### src/rtl/fu_wb_resp_queue.sv
// Response buffer between the iterative divider and the writeback port.
// Holds completed uops in FIFO order while tracking branch masks and dropping squashed entries.
module fu_wb_resp_queue #(
  parameter int DEPTH  = 4,
  parameter int BR_W   = 12,
  parameter int ROB_W  = 6,
  parameter int PDST_W = 7,
  parameter int XLEN   = 64
) (
  input  logic                     clock,
  input  logic                     reset,
  input  logic                     io_enq_valid,
  output logic                     io_enq_ready,
  input  logic [BR_W-1:0]          io_enq_br_mask,
  input  logic [ROB_W-1:0]         io_enq_rob_idx,
  input  logic [PDST_W-1:0]        io_enq_pdst,
  input  logic                     io_enq_bypassable,
  input  logic                     io_enq_is_amo,
  input  logic                     io_enq_uses_stq,
  input  logic [1:0]               io_enq_dst_rtype,
  input  logic [XLEN-1:0]          io_enq_data,
  input  logic [BR_W-1:0]          io_brupdate_resolve_mask,
  input  logic [BR_W-1:0]          io_brupdate_mispredict_mask,
  input  logic                     io_flush,
  output logic                     io_deq_valid,
  input  logic                     io_deq_ready,
  output logic [BR_W-1:0]          io_deq_br_mask,
  output logic [ROB_W-1:0]         io_deq_rob_idx,
  output logic [PDST_W-1:0]        io_deq_pdst,
  output logic                     io_deq_bypassable,
  output logic                     io_deq_is_amo,
  output logic                     io_deq_uses_stq,
  output logic [1:0]               io_deq_dst_rtype,
  output logic [XLEN-1:0]          io_deq_data,
  output logic [$clog2(DEPTH):0]   io_count
);

  localparam int PW = $clog2(DEPTH);
  localparam int CW = PW + 1;

  logic [PW-1:0]     head_q, head_d;
  logic [PW-1:0]     tail_q, tail_d;
  logic [CW-1:0]     count_q, count_d;
  logic [DEPTH-1:0]  occ_q, occ_d;
  logic [DEPTH-1:0]  live_q, live_d;
  logic [BR_W-1:0]   br_mask_q [DEPTH];
  logic [BR_W-1:0]   br_mask_d [DEPTH];

  logic [ROB_W-1:0]  rob_q   [DEPTH];
  logic [PDST_W-1:0] pdst_q  [DEPTH];
  logic              byp_q   [DEPTH];
  logic              amo_q   [DEPTH];
  logic              stq_q   [DEPTH];
  logic [1:0]        rtype_q [DEPTH];
  logic [XLEN-1:0]   data_q  [DEPTH];

  logic enq_ready;
  logic enq_fire;
  logic enq_live;
  logic head_kill;
  logic deq_valid;
  logic pop;

  always_comb begin
    enq_ready = (count_q != CW'(DEPTH));
    enq_fire  = io_enq_valid & enq_ready;
    enq_live  = ~(io_flush | (|(io_enq_br_mask & io_brupdate_mispredict_mask)));
    head_kill = io_flush | (|(br_mask_q[head_q] & io_brupdate_mispredict_mask));
    deq_valid = occ_q[head_q] & live_q[head_q] & ~head_kill;
    // Dead heads are retired without ever reaching writeback.
    pop       = (deq_valid & io_deq_ready) | (occ_q[head_q] & ~live_q[head_q]);
  end

  always_comb begin
    occ_d   = occ_q;
    live_d  = live_q;
    head_d  = head_q;
    tail_d  = tail_q;
    count_d = count_q + CW'(enq_fire) - CW'(pop);
    for (int i = 0; i < DEPTH; i++) begin
      br_mask_d[i] = br_mask_q[i] & ~io_brupdate_resolve_mask;
      if (io_flush || (|(br_mask_q[i] & io_brupdate_mispredict_mask)))
        live_d[i] = 1'b0;
    end
    if (pop) begin
      occ_d[head_q]  = 1'b0;
      live_d[head_q] = 1'b0;
      head_d         = head_q + 1'b1;
    end
    if (enq_fire) begin
      occ_d[tail_q]     = 1'b1;
      live_d[tail_q]    = enq_live;
      br_mask_d[tail_q] = io_enq_br_mask & ~io_brupdate_resolve_mask;
      tail_d            = tail_q + 1'b1;
    end
  end

  always_ff @(posedge clock or negedge reset) begin
    if (!reset) begin
      head_q  <= '0;
      tail_q  <= '0;
      count_q <= '0;
      occ_q   <= '0;
      live_q  <= '0;
    end else begin
      head_q  <= head_d;
      tail_q  <= tail_d;
      count_q <= count_d;
      occ_q   <= occ_d;
      live_q  <= live_d;
    end
  end

  // Payload and masks carry no reset; occ/live gate every use of them.
  always_ff @(posedge clock) begin
    for (int i = 0; i < DEPTH; i++)
      br_mask_q[i] <= br_mask_d[i];
    if (enq_fire) begin
      rob_q[tail_q]   <= io_enq_rob_idx;
      pdst_q[tail_q]  <= io_enq_pdst;
      byp_q[tail_q]   <= io_enq_bypassable;
      amo_q[tail_q]   <= io_enq_is_amo;
      stq_q[tail_q]   <= io_enq_uses_stq;
      rtype_q[tail_q] <= io_enq_dst_rtype;
      data_q[tail_q]  <= io_enq_data;
    end
  end

  assign io_enq_ready      = enq_ready;
  assign io_deq_valid      = deq_valid;
  assign io_deq_br_mask    = br_mask_q[head_q] & ~io_brupdate_resolve_mask;
  assign io_deq_rob_idx    = rob_q[head_q];
  assign io_deq_pdst       = pdst_q[head_q];
  assign io_deq_bypassable = byp_q[head_q];
  assign io_deq_is_amo     = amo_q[head_q];
  assign io_deq_uses_stq   = stq_q[head_q];
  assign io_deq_dst_rtype  = rtype_q[head_q];
  assign io_deq_data       = data_q[head_q];
  assign io_count          = count_q;

endmodule

### config.mk
export PLATFORM = sky130hd
export DESIGN_NAME = fu_wb_resp_queue
export DESIGN_NICKNAME = d
export VERILOG_FILES = /design/src/rtl/fu_wb_resp_queue.sv
export SDC_FILE = /design/constraint.sdc
export NUM_CORES = 1
export LEC_CHECK = 0
export CAP_MARGIN = 0
export CORE_MARGIN = 8
export CORE_UTILIZATION = 55
export DETAILED_ROUTE_END_ITERATION = 6
export DONT_BUFFER_PORTS = 1
export PLACE_DENSITY = 0.69
export SYNTH_ARGS = -nofsm -noshare
export SYNTH_HDL_FRONTEND = slang
export SYNTH_SLANG_ARGS = --single-unit
### constraint.sdc
create_clock -name clock -period 5.1 [get_ports clock]
set_input_delay 1.275 -clock clock [delete_from_list [all_inputs] [get_ports clock]]
set_output_delay 1.275 -clock clock [all_outputs]
set_load 0.02 [all_outputs]
# Yosys cells after proc, flatten, opt, wreduce, memory -nomap -nowiden
# Memory sizes are Yosys's and may differ from the RTL's.
# Cells that the tools add are included.
dict set report op_classes {
  mux 23
  n_eq_ne 1
  bitwise 29
  order_cmp 6
  addsub 4
  reduce_logical 13
}
# cell n
set ops {}
lappend ops {{12-bit AND} 12}
lappend ops {{12-bit OR reduction} 6}
lappend ops {{48-bit bitwise mux} 1}
lappend ops {{48-bit two-way mux} 1}
lappend ops {{12-bit demux with 2-bit select} 1}
lappend ops {{4-bit two-way mux} 4}
lappend ops {{12-bit two-way mux} 1}
lappend ops {{12-bit inverter} 1}
lappend ops {{1-bit two-way mux} 10}
lappend ops {{4-bit AND} 2}
lappend ops {{2-bit by 3-bit less-than comparator with 1-bit output, second input constant} 2}
lappend ops {{1-bit AND} 5}
lappend ops {{2-bit by 1-bit adder with 2-bit output, second input constant} 2}
lappend ops {{1-bit binary-select mux with 2-bit select} 2}
lappend ops {{4-bit bitwise mux} 1}
lappend ops {{1-bit demux with 2-bit select} 2}
lappend ops {{2-bit by 1-bit >= comparator with 1-bit output, second input constant} 2}
lappend ops {{1-bit logical OR} 4}
lappend ops {{4-bit inverter} 1}
lappend ops {{4-bit bitwise OR} 1}
lappend ops {{3-bit by 1-bit adder with 3-bit output} 1}
lappend ops {{3-bit >= comparator, second input constant} 1}
lappend ops {{1-bit logical AND} 3}
lappend ops {{3-bit by 1-bit less-than comparator with 1-bit output, second input constant} 1}
lappend ops {{other kinds (5)} 9}
dict set report totals {
  mem_bits_rw 376
  output_inout_bits 99
  n_memories 8
  inputBits 123
  ff_bits 15
}
# memory words width read_ports rd_ports_with_merged_regs wr line_no
set memory_table {}
lappend memory_table {data_q 4 64 1 0 1 55} ;# logic [XLEN-1:0] data_q [DEPTH];
lappend memory_table {br_mask_q 4 12 5 0 4 46} ;# logic [BR_W-1:0] br_mask_q [DEPTH];
lappend memory_table {pdst_q 4 7 1 0 1 50} ;# logic [PDST_W-1:0] pdst_q [DEPTH];
lappend memory_table {rob_q 4 6 1 0 1 49} ;# logic [ROB_W-1:0] rob_q [DEPTH];
lappend memory_table {rtype_q 4 2 1 0 1 54} ;# logic [1:0] rtype_q [DEPTH];
lappend memory_table {amo_q 4 1 1 0 1 52} ;# logic amo_q [DEPTH];
lappend memory_table {{+2 memories} n/a n/a n/a n/a n/a n/a}

# Logic depth before layout (Yosys ltp)
# Gate-level depths: netlist (run 1).
# An unclocked memory read counts as a cell.
dict set report depth {
  word_depth 11
  depth_mapped 14
  mapped_depth_nobuf 11
}

# Worst setup path after synthesis (run 1)
# Ideal clock, no wire load.
dict set report synth_timing {
  path_type {input to register}
  from {input port io_enq_valid}
  to {memory amo_q[0], enable pin}
  setup_slack_ns 0.291
  t_required_ns 4.622
  arrival_time_ns 4.331
  stages 5
  cell_sequence {and2_1 -> clkbuf_1 -> nand2_1 -> inv_1 -> buf_1}
}
dict set report synth_via {
  elab_chain_cells 3
}
# item line_no
set synth_rtl {}
lappend synth_rtl {{start: declaration} 12} ;# input logic io_enq_valid,
lappend synth_rtl {{1-bit AND} 66} ;# enq_fire = io_enq_valid & enq_ready;
lappend synth_rtl {{1-bit two-way mux} 118} ;# if (enq_fire) begin
lappend synth_rtl {{1-bit two-way mux (not written as such)} 122} ;# amo_q[tail_q] <= io_enq_is_amo;
lappend synth_rtl {{end: declaration} 52}
# No other way between the ends.

# Final worst setup path (run 1)
dict set report layout_timing {
  from {register head_q[1]}
  to {output port io_deq_data[1]}
}
dict set report layout_via {
  elab_chain_cells 1
}
# item line_no
set layout_rtl {}
lappend layout_rtl {{start: declaration} 41} ;# logic [PW-1:0] head_q, head_d;
lappend layout_rtl {{start signal: assignment} 100} ;# head_q <= '0;
lappend layout_rtl {{start signal: assignment} 106} ;# head_q <= head_d;
lappend layout_rtl {{memory read 4 x 64 bit} n/a}
lappend layout_rtl {{end: declaration} 34} ;# output logic [XLEN-1:0] io_deq_data,
# No other way between the ends.

==> impl_metrics.tcl, run 1 <==
set metrics [dict create \
    synthCells 815 \
    register_area_um2 11200 \
    fin_setup_tns_ns 0 \
    tightest_slew_ns 1.15 \
    worstSkewPairLatency_ns 0.52 \
    path_depth 2 \
    grt_use_total_pct 19.8 \
    drcViolationCount 0 \
    relSlewSlack_pct 23.4 \
    slowest_stage "buf_4" \
    first_pass_iters 5 \
    fin_cells 1207 \
    grt_antenna_before_repair 0 \
    min_path_type "in2async" \
    crit_type "reg2out" \
    period_needed_ns 4.11 \
    cp_data_arrival_time_ns 2.84 \
    die_w_um 182 \
    cts_inserted_buffers 40 \
    io_buffers 0 \
    wl_per_cell_um 27.3 \
    via_per_inst 6.32 \
    dp_cells 1136 \
    endpoint_kind "output port" \
    cts-resized-gates 0 \
    cts_tree "built" \
    overflow 0 \
    cts_num_sinks 391 \
    r2r-start "head_q[0]$_DFFE_PN0N_" \
    ys_ff_latch 391 \
    vias 7624 \
    mostFrequentLayoutCell "edfxtp_1" \
    pwr-share-comb_pct 29.0 \
    io_pins 222 \
    core_um2 27000 \
    syn-num-nets 949 \
    period_share_pct 80.7 \
    postRouteAntennaNets 0 \
    swShare_pct 32.6 \
    pwr-share-seq_pct 43.9 \
    maxCapViolCount 0 \
    nFillCells 1855 \
    grt_pass1_vias 8132 \
    finClkSkew_ns 0.0164 \
    drt_iter0_drc 621 \
    start_util_pct 56.0 \
    wl_mm 33.0 \
    p_per_area_nw_per_um2 604 \
    gp_congestion 0.932 \
    r2r_cells 10 \
    synth_warnings 0 \
    final_nets 971 \
    synth_edf_count 328 \
    seq_area_frac_synth_pct 74.1 \
    startpoint_type "flop" \
    internal_power_w 0.00683 \
    clk_pin_slew_ns 0.06 \
    status "completed" \
    dp_hpwl_mm 21.9 \
    setup_viol 0 \
    ff2ff_setup_slack_ns 1.49 \
    multiInputGateArea_um2 3680 \
    cp.required_ns 3.83 \
    synthesis.area_um2 15100 \
    r2r-end "io_count[2]$_DFF_PN0_" \
    vdd_drop_max_uv 319 \
    dieArea_um2 33000 \
    max_clock_freq_mhz 243 \
    die_h_um 182 \
    row_count 60 \
    avgSynthCellArea_um2 18.5 \
    crit_end "io_deq_data[1]" \
    ys_types 43 \
    clkPwrFrac_pct 27.1 \
    hold_viol 0 \
    drive_gt1_share_pct 18.9 \
    grt_max_degree 76 \
    cts_root_buf "clkbuf_16" \
    path_cells "buf_4 -> mux4_2" \
    crit_start "head_q[1]$_DFFE_PN0N_" \
    async_flop_share_pct 3.84 \
    leakagePower_nw 5.45 \
    areaGrowthSynthToFinish_pct 11.1 \
    dominantRegCellSynth "edfxtp_1" \
    worst-path-buf-inv 1 \
    post_cts.repair.setup_buffers 0 \
    antennaDiodeCount 0 \
    final_cell_mix "edfxtp_1, nand2_1, mux4_2" \
    cts-htree-levels 2 \
    grt_pass1_wl_mm 50.0 \
    cpLargestDelayFamily "buffers and inverters" \
    clockBufferDepth 3 \
    slew_violations 0 \
    netSwitchingPower_w 0.00330 \
    slowest_delay_ns 0.88 \
    rsz0062_at_grt "false" \
    worstPathMaxFanout 75 \
    cts.hold.buffers_added 0 \
]
## synth_stat cells, drive strengths merged (2+ instances only)
cell type | instances | area, µm²
mux4 | 89 | 2020
nor2 | 14 | 52.6
a31o | 3 | 26.3
dfrtp | 15 | 375
ha | 10 | 125
nor2b | 6 | 37.5
a22o | 5 | 43.8
a21oi | 50 | 250
mux2 | 6 | 71.3
a22oi | 11 | 82.6
nand4b | 4 | 35.0
a21o | 5 | 37.5
a221oi | 6 | 52.6
nand2 | 116 | 435
o21ai | 3 | 15.0
o32ai | 2 | 17.5
xnor2 | 3 | 26.3
edfxtp | 328 | 9850
a222oi | 6 | 60.1
buf | 20 | 119
nand3 | 5 | 25.0
dfxtp | 48 | 961
mux2i | 8 | 80.1
inv | 15 | 56.3
clkbuf | 13 | 48.8
nor3 | 5 | 25.0
and2 | 3 | 18.8
a211oi | 6 | 45.0
## worst min path at each step
| stage | depth (start not counted) | slack (ns) | endpoint | from |
|---|---|---|---|---|
| floorplan | 2 | 0.44 | br_mask_q[1][5]$_DFF_P_ | br_mask_q[1][5]$_DFF_P_ |
| CTS | 0 | 0.43 | occ_q[0]$_DFF_PN0_ | reset |
| global route | 0 | 0.43 | io_count[0]$_DFF_PN0_ | reset |
| global placement | 2 | 0.45 | br_mask_q[0][5]$_DFF_P_ | br_mask_q[0][5]$_DFF_P_ |
| detailed placement | 2 | 0.46 | br_mask_q[2][10]$_DFF_P_ | br_mask_q[2][10]$_DFF_P_ |
| finish | 0 | 0.46 | tail_q[1]$_DFFE_PN0P_ | reset |
## final cells by class
class	count	area share (%)
flip-flops and latches	391	66.7
clock inverters	16	0.791
repair buffers	13	0.880
inverters	16	0.418
clock buffers	55	6.68
well taps	341	2.54
multi-input cells	375	21.9
## sequential cells by signal, indices dropped and copies added (netlist names)
signal     count
byp_q          4
live_q         4
rtype_q        8
head_q         2
amo_q          4
tail_q         2
pdst_q        28
data_q       256
rob_q         24
stq_q          4
br_mask_q     48
occ_q          4
io_count       3
## worst reg2reg max path: stages (launching register included)
cell     delay (ns)
dfrtp_4        0.65
buf_4          0.63
mux4_2         0.67
nand4_1        0.19
o31ai_4        0.12
ha_1           0.30
inv_1          0.04
ha_1           0.18
fa_1           0.40
xor2_1         0.16
xnor2_1        0.13
## metal layers
metal	GRT usage [%]	wire, µm	vias up
li1	-	-	3297
met5	0	0	-
met2	33.1	16400	330
met4	5.21	603	0
met1	24.7	12800	3941
met3	6.41	3170	56
## cells by family after synthesis
family,after synthesis,synth area share [%]
compound gates,101,4.53
flops,391,74.1
xor+xnor,4,0.232
fa+ha+maj,11,0.962
buf+inv,49,1.51
mux,103,14.4
simple gates,156,4.29
## through the flow
stage | total power [W] | utilization (%) | area (µm²) | setup WS (ns) | hold WS [ns]
2_1_floorplan | 0.00684 | - | 15100 | 0.291 | 0.438
3_3_place_gp | 0.00744 | 57.6 | 15500 | 1.44 | 0.454
3_5_place_dp | 0.00752 | 57.6 | 15500 | 1.45 | 0.464
4_1_cts | 0.0103 | 62.2 | 16800 | 0.946 | 0.434
5_1_grt | 0.0106 | 62.2 | 16800 | 0.792 | 0.431
6_report | 0.0101 | 62.2 | 16800 | 0.985 | 0.458
## power by group through the flow
stage	combinational (W)	sequential, W	clock [W]
global route	0.00315	0.00450	0.00292
global placement	0.00297	0.00447	0
CTS	0.00302	0.00445	0.00280
floorplan	0.00245	0.00439	0
detailed placement	0.00301	0.00451	0
finish	0.00294	0.00444	0.00274
Power figures use the tool's default switching activity.
==> run 2: changes to the inputs <==
--- a/config.mk
+++ b/config.mk
@@ -10,7 +10,7 @@
 export CORE_UTILIZATION = 55
 export DETAILED_ROUTE_END_ITERATION = 6
 export DONT_BUFFER_PORTS = 1
-export PLACE_DENSITY = 0.69
+export PLACE_DENSITY = 0.72
 export SYNTH_ARGS = -nofsm -noshare
 export SYNTH_HDL_FRONTEND = slang
 export SYNTH_SLANG_ARGS = --single-unit
==> constraint.sdc (replaced) <==
create_clock -name clock -period 3.5 [get_ports clock]
set_input_delay 0.875 -clock clock [delete_from_list [all_inputs] [get_ports clock]]
set_output_delay 0.875 -clock clock [all_outputs]
set_load 0.02 [all_outputs]
==> impl_metrics.tcl, run 2 (synthesized netlist as in run 1, its figures left out) <==
set metrics [dict create \
    wl_mm 32.8 \
    top_regs "data_q x256, br_mask_q x48, pdst_q x28" \
    fin_setup_tns_ns 0 \
    dp_hpwl_mm 21.7 \
    path_cells "buf_2 -> buf_4 -> mux4_2 -> a22oi_2 -> nand2_1 -> a21o_1 -> nor2_2 -> buf_4" \
    via_per_inst 6.24 \
    period_share_pct 97.2 \
    cts_num_sinks 391 \
    cts_tree "built" \
    finClkSkew_ns 0.0184 \
    slowest_stage "dfrtp_4" \
    postRouteAntennaNets 0 \
    dieArea_um2 33000 \
    cp.required_ns 2.62 \
    mostFrequentLayoutCell "edfxtp_1" \
    cts_inserted_buffers 38 \
    slew_violations 0 \
    first_pass_iters 7 \
    maxCapViolCount 0 \
    finalInstanceArea_um2 17000 \
    grt_antenna_before_repair 0 \
    largest_register_ff_count 256 \
    rsz0062_at_grt "false" \
    drt_iter0_drc 622 \
    worst-path-buf-inv 3 \
    io_buffers 0 \
    start_util_pct 56.0 \
    cpMostUsedCell "buf_4" \
    final_cell_mix "edfxtp_1, nand2_1, mux4_2" \
    leakagePower_nw 5.57 \
    grt_pass1_vias 8089 \
    overflow 0 \
    top_register "data_q" \
    path_depth 8 \
    die_h_um 182 \
    status "finished with violations" \
    cp_data_arrival_time_ns 2.53 \
    vdd_drop_max_uv 525 \
    die_w_um 182 \
    cts-htree-levels 2 \
    tightest_slew_ns 0.585 \
    grt_pass1_wl_mm 49.8 \
    max_clock_freq_mhz 294 \
    gp_congestion 0.933 \
    row_count 60 \
    worstSkewPairLatency_ns 0.52 \
    hold_viol 0 \
    drcViolationCount 2 \
    cts_root_buf "clkbuf_16" \
    io_pins 222 \
    worstPathMaxFanout 6 \
    setup_viol 0 \
    grt_use_total_pct 19.6 \
    r2r_cells 13 \
    slowest_delay_ns 0.52 \
    crit_type "reg2out" \
    final_nets 994 \
    cpLargestDelayFamily "flip-flops" \
    grt_max_degree 70 \
    core_um2 27000 \
    areaGrowthSynthToFinish_pct 12.4 \
    relSlewSlack_pct 61.0 \
    antennaDiodeCount 0 \
    startpoint_type "flop" \
    clk_pin_slew_ns 0.06 \
    period_needed_ns 3.40 \
    min_path_type "in2async" \
    clockBufferDepth 3 \
    wl_per_cell_um 26.7 \
    violations "DRC" \
    dpl_cell_area_um2 15700 \
    vias 7673 \
    p_per_area_nw_per_um2 875 \
    endpoint_kind "output port" \
    drive_gt1_share_pct 21.7 \
]
-- run 2: layer usage --
| layer | up-vias | part of all wire, % | track usage, % |
|---|---|---|---|
| li1 | 3329 | - | - |
| met1 | 3953 | 38 | 24.7 |
| met2 | 336 | 50 | 32.3 |
| met3 | 55 | 10 | 6.39 |
| met4 | 0 | 2.0 | 5.77 |
| met5 | - | 0 | 0 |
-- run 2: worst reg2reg max path: cells and delay by family, from the launching register on --
| kind | cells | cell delay (ns) |
|---|---|---|
| adders and majority gates | 3 | 0.75 |
| AOI/OAI and AO/OA | 3 | 0.70 |
| DFF | 1 | 0.52 |
| buffers and inverters | 3 | 0.40 |
| xor gates and xnor gates | 2 | 0.31 |
| muxes | 1 | 0.31 |
| and+or+nand+nor | 1 | 0.08 |
-- run 2: layout make-up --
| class | count | area (µm²) |
|---|---|---|
| clock buffer | 44 | 995 |
| clock inverter | 24 | 193 |
| sequential | 391 | 11200 |
| timing repair buffer | 38 | 395 |
| multi-input combinational | 375 | 3690 |
| fill | 1854 | 9990 |
| inverter | 16 | 70.1 |
| tap | 341 | 427 |
-- run 2: report_power, final --
group | switching, W | total, W | internal (W)
Sequential | 0.000328 | 0.00637 | 0.00604
Clock | 0.00160 | 0.00385 | 0.00226
Combinational | 0.00292 | 0.00462 | 0.00170
Total | 0.00484 | 0.0148 | 0.0100
-- run 2: path summary, 6_finish.rpt --
path	start	to	slack [ns]
max	head_q[0]$_DFFE_PN0N_	io_deq_valid	0.1
min	reset	io_count[0]$_DFF_PN0_	0.05
max reg2reg	head_q[0]$_DFFE_PN0N_	io_count[2]$_DFF_PN0_	0.27
min reg2reg	br_mask_q[1][6]$_DFF_P_	br_mask_q[1][6]$_DFF_P_	0.47
max in group asynchronous	reset	occ_q[1]$_DFF_PN0_	3.37
min in group clock	io_brupdate_resolve_mask[2]	br_mask_q[3][2]$_DFF_P_	0.42
-- run 2: per-stage QoR --
step | hold slack, ns | std cells | total power [W] | worst slack (ns) | util (%)
final | 0.0467 | 1229 | 0.0148 | 0.0994 | 62.9
after global routing | 0.0239 | 1229 | 0.0155 | 0.00232 | 62.9
after CTS | 0.0204 | 1221 | 0.0150 | 0.000426 | 62.7
after detailed placement | 0.460 | 1151 | 0.0111 | 0.298 | 58.2
after global placement | 0.448 | 1151 | 0.0110 | 0.314 | 58.2
after floorplan | 0.438 | 815 | 0.00992 | 0.289 | -
-- run 2: repair_timing --
item | in CTS | in global routing
gates resized for setup | 0 | 2
pin swaps | 0 | 2
setup endpoints to repair | 1 | 1
hold buffers | 0 | 0
buffers inserted | 2 | 9
==> run 3: changes to the inputs <==
--- a/config.mk
+++ b/config.mk
@@ -10,6 +10,7 @@
 export CORE_UTILIZATION = 55
 export DETAILED_ROUTE_END_ITERATION = 6
 export DONT_BUFFER_PORTS = 1
+export GPL_TIMING_DRIVEN = 1
 export PLACE_DENSITY = 0.72
 export SYNTH_ARGS = -nofsm -noshare
 export SYNTH_HDL_FRONTEND = slang
==> results of run 3 <==
No change in the layout: final DEF, timing and power equal those of run 2.
